### src/rtl/dct_seq_ctrl.sv
// Read/MAC/output sequencer for the NxN DCT/IDCT datapath; all state moves on the falling clock edge.
// Optional performance counters (cyc_cnt, stall_cnt) are built when DCT_SEQ_CTRL_PERF_EN is defined.
module dct_seq_ctrl #(
  parameter int LOG2N  = 3,
  parameter int RD_LAT = 2
) (
  input  logic                 clk,
  input  logic                 rst_in,
  input  logic                 start,
  input  logic                 mode,
  input  logic                 abort,
  input  logic                 out_ack,
  output logic                 busy,
  output logic                 done,
  output logic                 mac_rst_n,
  output logic                 rd_en,
  output logic                 mac_en,
  output logic [LOG2N-1:0]     outer_i,
  output logic [LOG2N-1:0]     outer_j,
  output logic [LOG2N-1:0]     inner_i,
  output logic [LOG2N-1:0]     inner_j,
  output logic [2*LOG2N-1:0]   addr,
  output logic [2*LOG2N-1:0]   out_addr,
  output logic                 out_valid,
  output logic                 mode_q
`ifdef DCT_SEQ_CTRL_PERF_EN
  ,
  output logic [31:0]          cyc_cnt,
  output logic [15:0]          stall_cnt
`endif
);

  localparam logic [2:0] S_IDLE  = 3'd0;
  localparam logic [2:0] S_CLR   = 3'd1;
  localparam logic [2:0] S_ACC   = 3'd2;
  localparam logic [2:0] S_DRAIN = 3'd3;
  localparam logic [2:0] S_OUT   = 3'd4;
  localparam logic [2:0] S_DONE  = 3'd5;

  localparam logic [LOG2N-1:0] IDX_MAX  = '1;
  localparam logic [LOG2N-1:0] IDX_ONE  = {{(LOG2N-1){1'b0}}, 1'b1};
  localparam logic [2:0]       DRN_LAST = 3'(RD_LAT - 1);

  logic [2:0]        r_state;
  logic              r_mode;
  logic [LOG2N-1:0]  r_outer_i;
  logic [LOG2N-1:0]  r_outer_j;
  logic [LOG2N-1:0]  r_inner_i;
  logic [LOG2N-1:0]  r_inner_j;
  logic [2:0]        r_drn;
  logic [RD_LAT-1:0] r_rd_pipe;

  logic w_busy;
  logic w_rd_en;
  logic w_abort;

  assign w_busy  = (r_state != S_IDLE);
  assign w_rd_en = (r_state == S_ACC);
  assign w_abort = w_busy && abort;

  always_ff @(negedge clk or negedge rst_in) begin
    if (!rst_in) begin
      r_state   <= S_IDLE;
      r_mode    <= 1'b0;
      r_outer_i <= '0;
      r_outer_j <= '0;
      r_inner_i <= '0;
      r_inner_j <= '0;
      r_drn     <= '0;
      r_rd_pipe <= '0;
    end else begin
      // mac_en is the read strobe delayed RD_LAT edges; abort drops reads still in flight
      if (w_abort) begin
        r_rd_pipe <= '0;
      end else begin
        r_rd_pipe[0] <= w_rd_en;
        for (int k = 1; k < RD_LAT; k++) r_rd_pipe[k] <= r_rd_pipe[k-1];
      end

      if (w_abort) begin
        r_state   <= S_IDLE;
        r_outer_i <= '0;
        r_outer_j <= '0;
        r_inner_i <= '0;
        r_inner_j <= '0;
        r_drn     <= '0;
      end else begin
        case (r_state)
          S_IDLE: begin
            if (start) begin
              r_mode    <= mode;
              r_outer_i <= '0;
              r_outer_j <= '0;
              r_inner_i <= '0;
              r_inner_j <= '0;
              r_drn     <= '0;
              r_state   <= S_CLR;
            end
          end
          S_CLR: begin
            r_inner_i <= '0;
            r_inner_j <= '0;
            r_state   <= S_ACC;
          end
          S_ACC: begin
            r_inner_j <= r_inner_j + IDX_ONE;
            if (r_inner_j == IDX_MAX) begin
              r_inner_i <= r_inner_i + IDX_ONE;
              if (r_inner_i == IDX_MAX) begin
                r_drn   <= '0;
                r_state <= S_DRAIN;
              end
            end
          end
          S_DRAIN: begin
            if (r_drn == DRN_LAST) r_state <= S_OUT;
            else                   r_drn   <= r_drn + 3'd1;
          end
          S_OUT: begin
            // the last output wraps the outer indices back to 0 on its way to DONE
            if (out_ack) begin
              r_outer_j <= r_outer_j + IDX_ONE;
              if (r_outer_j == IDX_MAX) r_outer_i <= r_outer_i + IDX_ONE;
              r_state <= ((r_outer_i == IDX_MAX) && (r_outer_j == IDX_MAX)) ? S_DONE : S_CLR;
            end
          end
          S_DONE: begin
            r_outer_i <= '0;
            r_outer_j <= '0;
            r_state   <= S_IDLE;
          end
          default: r_state <= S_IDLE;
        endcase
      end
    end
  end

`ifdef DCT_SEQ_CTRL_PERF_EN
  logic [31:0] r_cyc_cnt;
  logic [15:0] r_stall_cnt;

  always_ff @(negedge clk or negedge rst_in) begin
    if (!rst_in) begin
      r_cyc_cnt   <= '0;
      r_stall_cnt <= '0;
    end else if ((r_state == S_IDLE) && start) begin
      r_cyc_cnt   <= '0;
      r_stall_cnt <= '0;
    end else begin
      if (w_busy && (r_cyc_cnt != 32'hFFFF_FFFF)) r_cyc_cnt <= r_cyc_cnt + 32'd1;
      if ((r_state == S_OUT) && !out_ack && (r_stall_cnt != 16'hFFFF))
        r_stall_cnt <= r_stall_cnt + 16'd1;
    end
  end

  assign cyc_cnt   = r_cyc_cnt;
  assign stall_cnt = r_stall_cnt;
`endif

  assign busy      = w_busy;
  assign done      = (r_state == S_DONE);
  assign mac_rst_n = (r_state != S_IDLE) && (r_state != S_CLR);
  assign rd_en     = w_rd_en;
  assign mac_en    = r_rd_pipe[RD_LAT-1];
  assign out_valid = (r_state == S_OUT);
  assign outer_i   = r_outer_i;
  assign outer_j   = r_outer_j;
  assign inner_i   = r_inner_i;
  assign inner_j   = r_inner_j;
  assign addr      = {r_inner_i, r_inner_j};
  assign out_addr  = {r_outer_i, r_outer_j};
  assign mode_q    = r_mode;

endmodule
### config.mk
export PLATFORM = sky130hd
export DESIGN_NAME = dct_seq_ctrl
export DESIGN_NICKNAME = d
export VERILOG_FILES = /design/src/rtl/dct_seq_ctrl.sv
export SDC_FILE = /design/constraint.sdc
export NUM_CORES = 1
export LEC_CHECK = 0
export CAP_MARGIN = 15
export CORE_AREA = 2 2 65 55
export CTS_CLUSTER_DIAMETER = 80
export DETAILED_ROUTE_END_ITERATION = 8
export DIE_AREA = 0 0 67 57
export GPL_TIMING_DRIVEN = 0
export PLACE_DENSITY_LB_ADDON = 0.05
export SLEW_MARGIN = 30
export SYNTH_ARGS = -nofsm -noshare
export SYNTH_HDL_FRONTEND = slang
export SYNTH_SLANG_ARGS = --single-unit
### constraint.sdc
create_clock -name clk -period 4.6 [get_ports clk]
set_input_delay 0.46 -clock clk [delete_from_list [all_inputs] [get_ports clk]]
set_output_delay 0.46 -clock clk [all_outputs]
set_load 0.02 [all_outputs]
==> metrics <==
class of the most critical hold timing path=flip-flop to flip-flop; area taken by flip-flops and latches=approximately 530 um^2; smallest hold slack=roughly 0.45 ns; Pleak=just over 0.0008 uW; global placement routability congestion=between 0.7 and 0.8; clock sink total=21; share of layout cells above drive strength 1=~18%; antenna diode count=0; part of the Yosys area used for sequential elements=about two fifths; number of global-route vias before repair=894; routed len/inst=12.4 um; Data required, critical path=roughly 4.1 ns; area share of the leading cell type in the synthesized netlist=approximately two fifths; Final Power=680 uW; start-to-end type of the worst setup path=flip-flop to output pin; clock slew at the register clock pins of the worst setup and hold paths=0.05 ns; FILL cells=311; number of antenna violations at the first check in global routing=0; status=finished, final reports clean; DRT Pass-1 Iters=4; post-route ant nets=0; number of flops mapped to enable cells by yosys=0; Top-Level Pins=37; synthesis-stage register bit count=21; Die X=about 67 um; type of destination of the critical path=output pin; fin nets=about 180; setup TNS=0 ns; first-pass GRT wire length=approximately 4000 um; number of hold violations in the final report=0; initial standard-cell utilization of the core=39.4%; cell area after technology mapping=1270 um^2; site row count=19; worst clock skew=roughly 0.0019 ns; Pins Over Slew Limit=0; synthesized netlist cell count=124; total track usage=13.5%; DIE HEIGHT=between 50 and 60 um; maximum clock path buffer count=2; average vias per placed instance=4.96; level count of the clock H-tree=1; total setup buffers inserted after CTS=0; leading cell type by number of instances after synthesis=dfrtn_1; Root Driver=clkbuf_8; synth unique cells=36; maximum capacitance violations=0; Core Footprint=roughly 3200 um^2; Vias=just over 1000; top post-synthesis cells by area=dfrtn_1 (41%), ha_1 (9.8%), buf_4 (7.1%), nor3b_1 (2.9%), a32o_1 (2.4%); number of buffers added on ports=36; Detailed Route WL=2550 um; startpoint type of the worst setup path=flip-flop; total DRC errors in the routed layout=0; cell type contributing the most total cell area after synthesis=dfrtn_1; number of setup violations in the final report=0; worst endpoint data arrival time=around 4.1 ns; unrepaired setup endpoints after global routing=no; latest clock arrival within the worst-skew pair=about 0.27 ns; number of nets produced by synthesis=140; Synth-to-Final Area Change=36.6%; HPWL after detailed placement=roughly 2000 um; per-instance average area after synthesis=10.3 um^2; area of the die=roughly 3800 um^2; leading post-synthesis cells by instance count=dfrtn_1 (21), buf_4 (12), ha_1 (10); number of buffers created by CTS=3; power per unit of standard cell area=between 300 and 400 nW/um^2; CTS tree=done; Syn. warnings=0; slew at the pin closest to its max-slew limit=approximately 0.47 ns; peak fanout along the critical path=10; area taken by multi-input logic gates=626 um^2; first-iteration detailed-routing DRC count=34; maximum ir drop on the vdd rail=~320 uV; share of flip-flops with an asynchronous set or reset after synthesis=between 90% and 100%; Slew Limit Headroom=68.7%; dominant register cell in the synthesized netlist=dfrtn_1; global route total overflow=0; pin count of the biggest net entering global routing=22
metal layers:
layer	up-vias	global-route usage, %	wire length (um)
met5	-	0	0
met4	0	1.75	17
met3	2	4.14	142
met2	27	21.6	1100
met1	471	18.6	1290
li1	522	-	-
through the flow:
| stage | area [um^2] | instances | util [%] | setup WS (ns) |
|---|---|---|---|---|
| floorplan | 1270 | 124 | - | 0.537 |
| global placement | 1690 | 202 | 52.2 | 0.0698 |
| detailed placement | 1680 | 202 | 52.0 | 0.0818 |
| CTS | 1730 | 206 | 53.6 | 0.0472 |
| global route | 1740 | 206 | 53.8 | 0.000500 |
| finish | 1740 | 206 | 53.8 | 0.0827 |
repair_timing:
action,4_1_cts,5_1_grt
gates resized for setup,6,3
hold buffers,0,0
endpoints found under the hold margin,0,0
setup endpoints to repair,5,1
logic make-up (layout without fill, tap and decap cells):
family | count (synthesis) | count (layout) | share of synthesized area [%]
adder cells (fa/ha/maj) | 10 | 10 | 9.82
AND/OR/NAND/NOR | 35 | 35 | 15.5
AO/OA/AOI/OAI | 29 | 29 | 17.7
buffers and inverters | 23 | 63 | 10.4
multiplexers | 6 | 6 | 5.30
flip-flops | 21 | 21 | 41.3
where the power goes:
| part | internal, uW | leakage (uW) | switching [uW] |
|---|---|---|---|
| logic | 149 | 0.000513 | 172 |
| clock network | 61.6 | 0.0000228 | 58.7 |
| registers | 211 | 0.000288 | 27.7 |
registers in the layout, summed over array words and instances (netlist names):
| name | count |
|---|---|
| r_drn | 3 |
| outer_j | 3 |
| outer_i | 3 |
| inner_j | 3 |
| mode_q | 1 |
| r_state | 3 |
| inner_i | 3 |
| r_rd_pipe | 2 |
cell usage in the layout, fill, tap and decap left out, types with 2 or more instances in the layout:
master and n:
a21oi_1 5, a221o_1 2, a22o_1 2, a32o_1 3
and3_1 2, buf_2 2, buf_4 12, clkbuf_1 2
clkbuf_2 2, clkbuf_8 3, clkdlybuf4s50_1 32, dfrtn_1 21
dlygate4sd2_1 2, ha_1 10, inv_1 6, mux2_2 2
mux2i_1 3, nand2_1 8, nand2b_1 4, nand3_1 2
nor2_1 6, nor3b_1 4, o21ai_0 6, o221ai_1 2
o22a_1 2
critical path: stages (launching register included):
cell and delay [ns]:
dfrtn_1 0.52, buf_2 0.24, or2_2 0.13, clkdlybuf4s50_1 0.59
area by class of cell:
type | count | area share [%]
Clock buffer | 4 | 2.59
Multi-Input combinational cell | 80 | 35.9
Inverter | 7 | 1.58
Sequential cell | 21 | 30.2
Timing Repair Buffer | 36 | 20.4
Tap cell | 42 | 3.02
Buffer | 16 | 6.25
worst paths after layout:
check | startpoint | endpoint | slack [ns] | cells past startpoint
max in group asynchronous | rst_in | r_rd_pipe[0]$_DFF_NN0_ | 1.92 | 1
worst max register to register | inner_j[0]$_DFFE_NN0P_ | r_drn[1]$_DFFE_NN0P_ | 2.78 | 6
min in group asynchronous | rst_in | inner_i[1]$_DFFE_NN0P_ | 2.32 | 1
worst min-delay path | r_drn[0]$_DFFE_NN0P_ | r_drn[0]$_DFFE_NN0P_ | 0.45 | 1
worst min register to register | r_drn[0]$_DFFE_NN0P_ | r_drn[0]$_DFFE_NN0P_ | 0.45 | 1
worst max-delay path | r_state[1]$_DFFE_NN0P_ | mac_rst_n | 0.08 | 3
(Power assumes the default switching activity.)
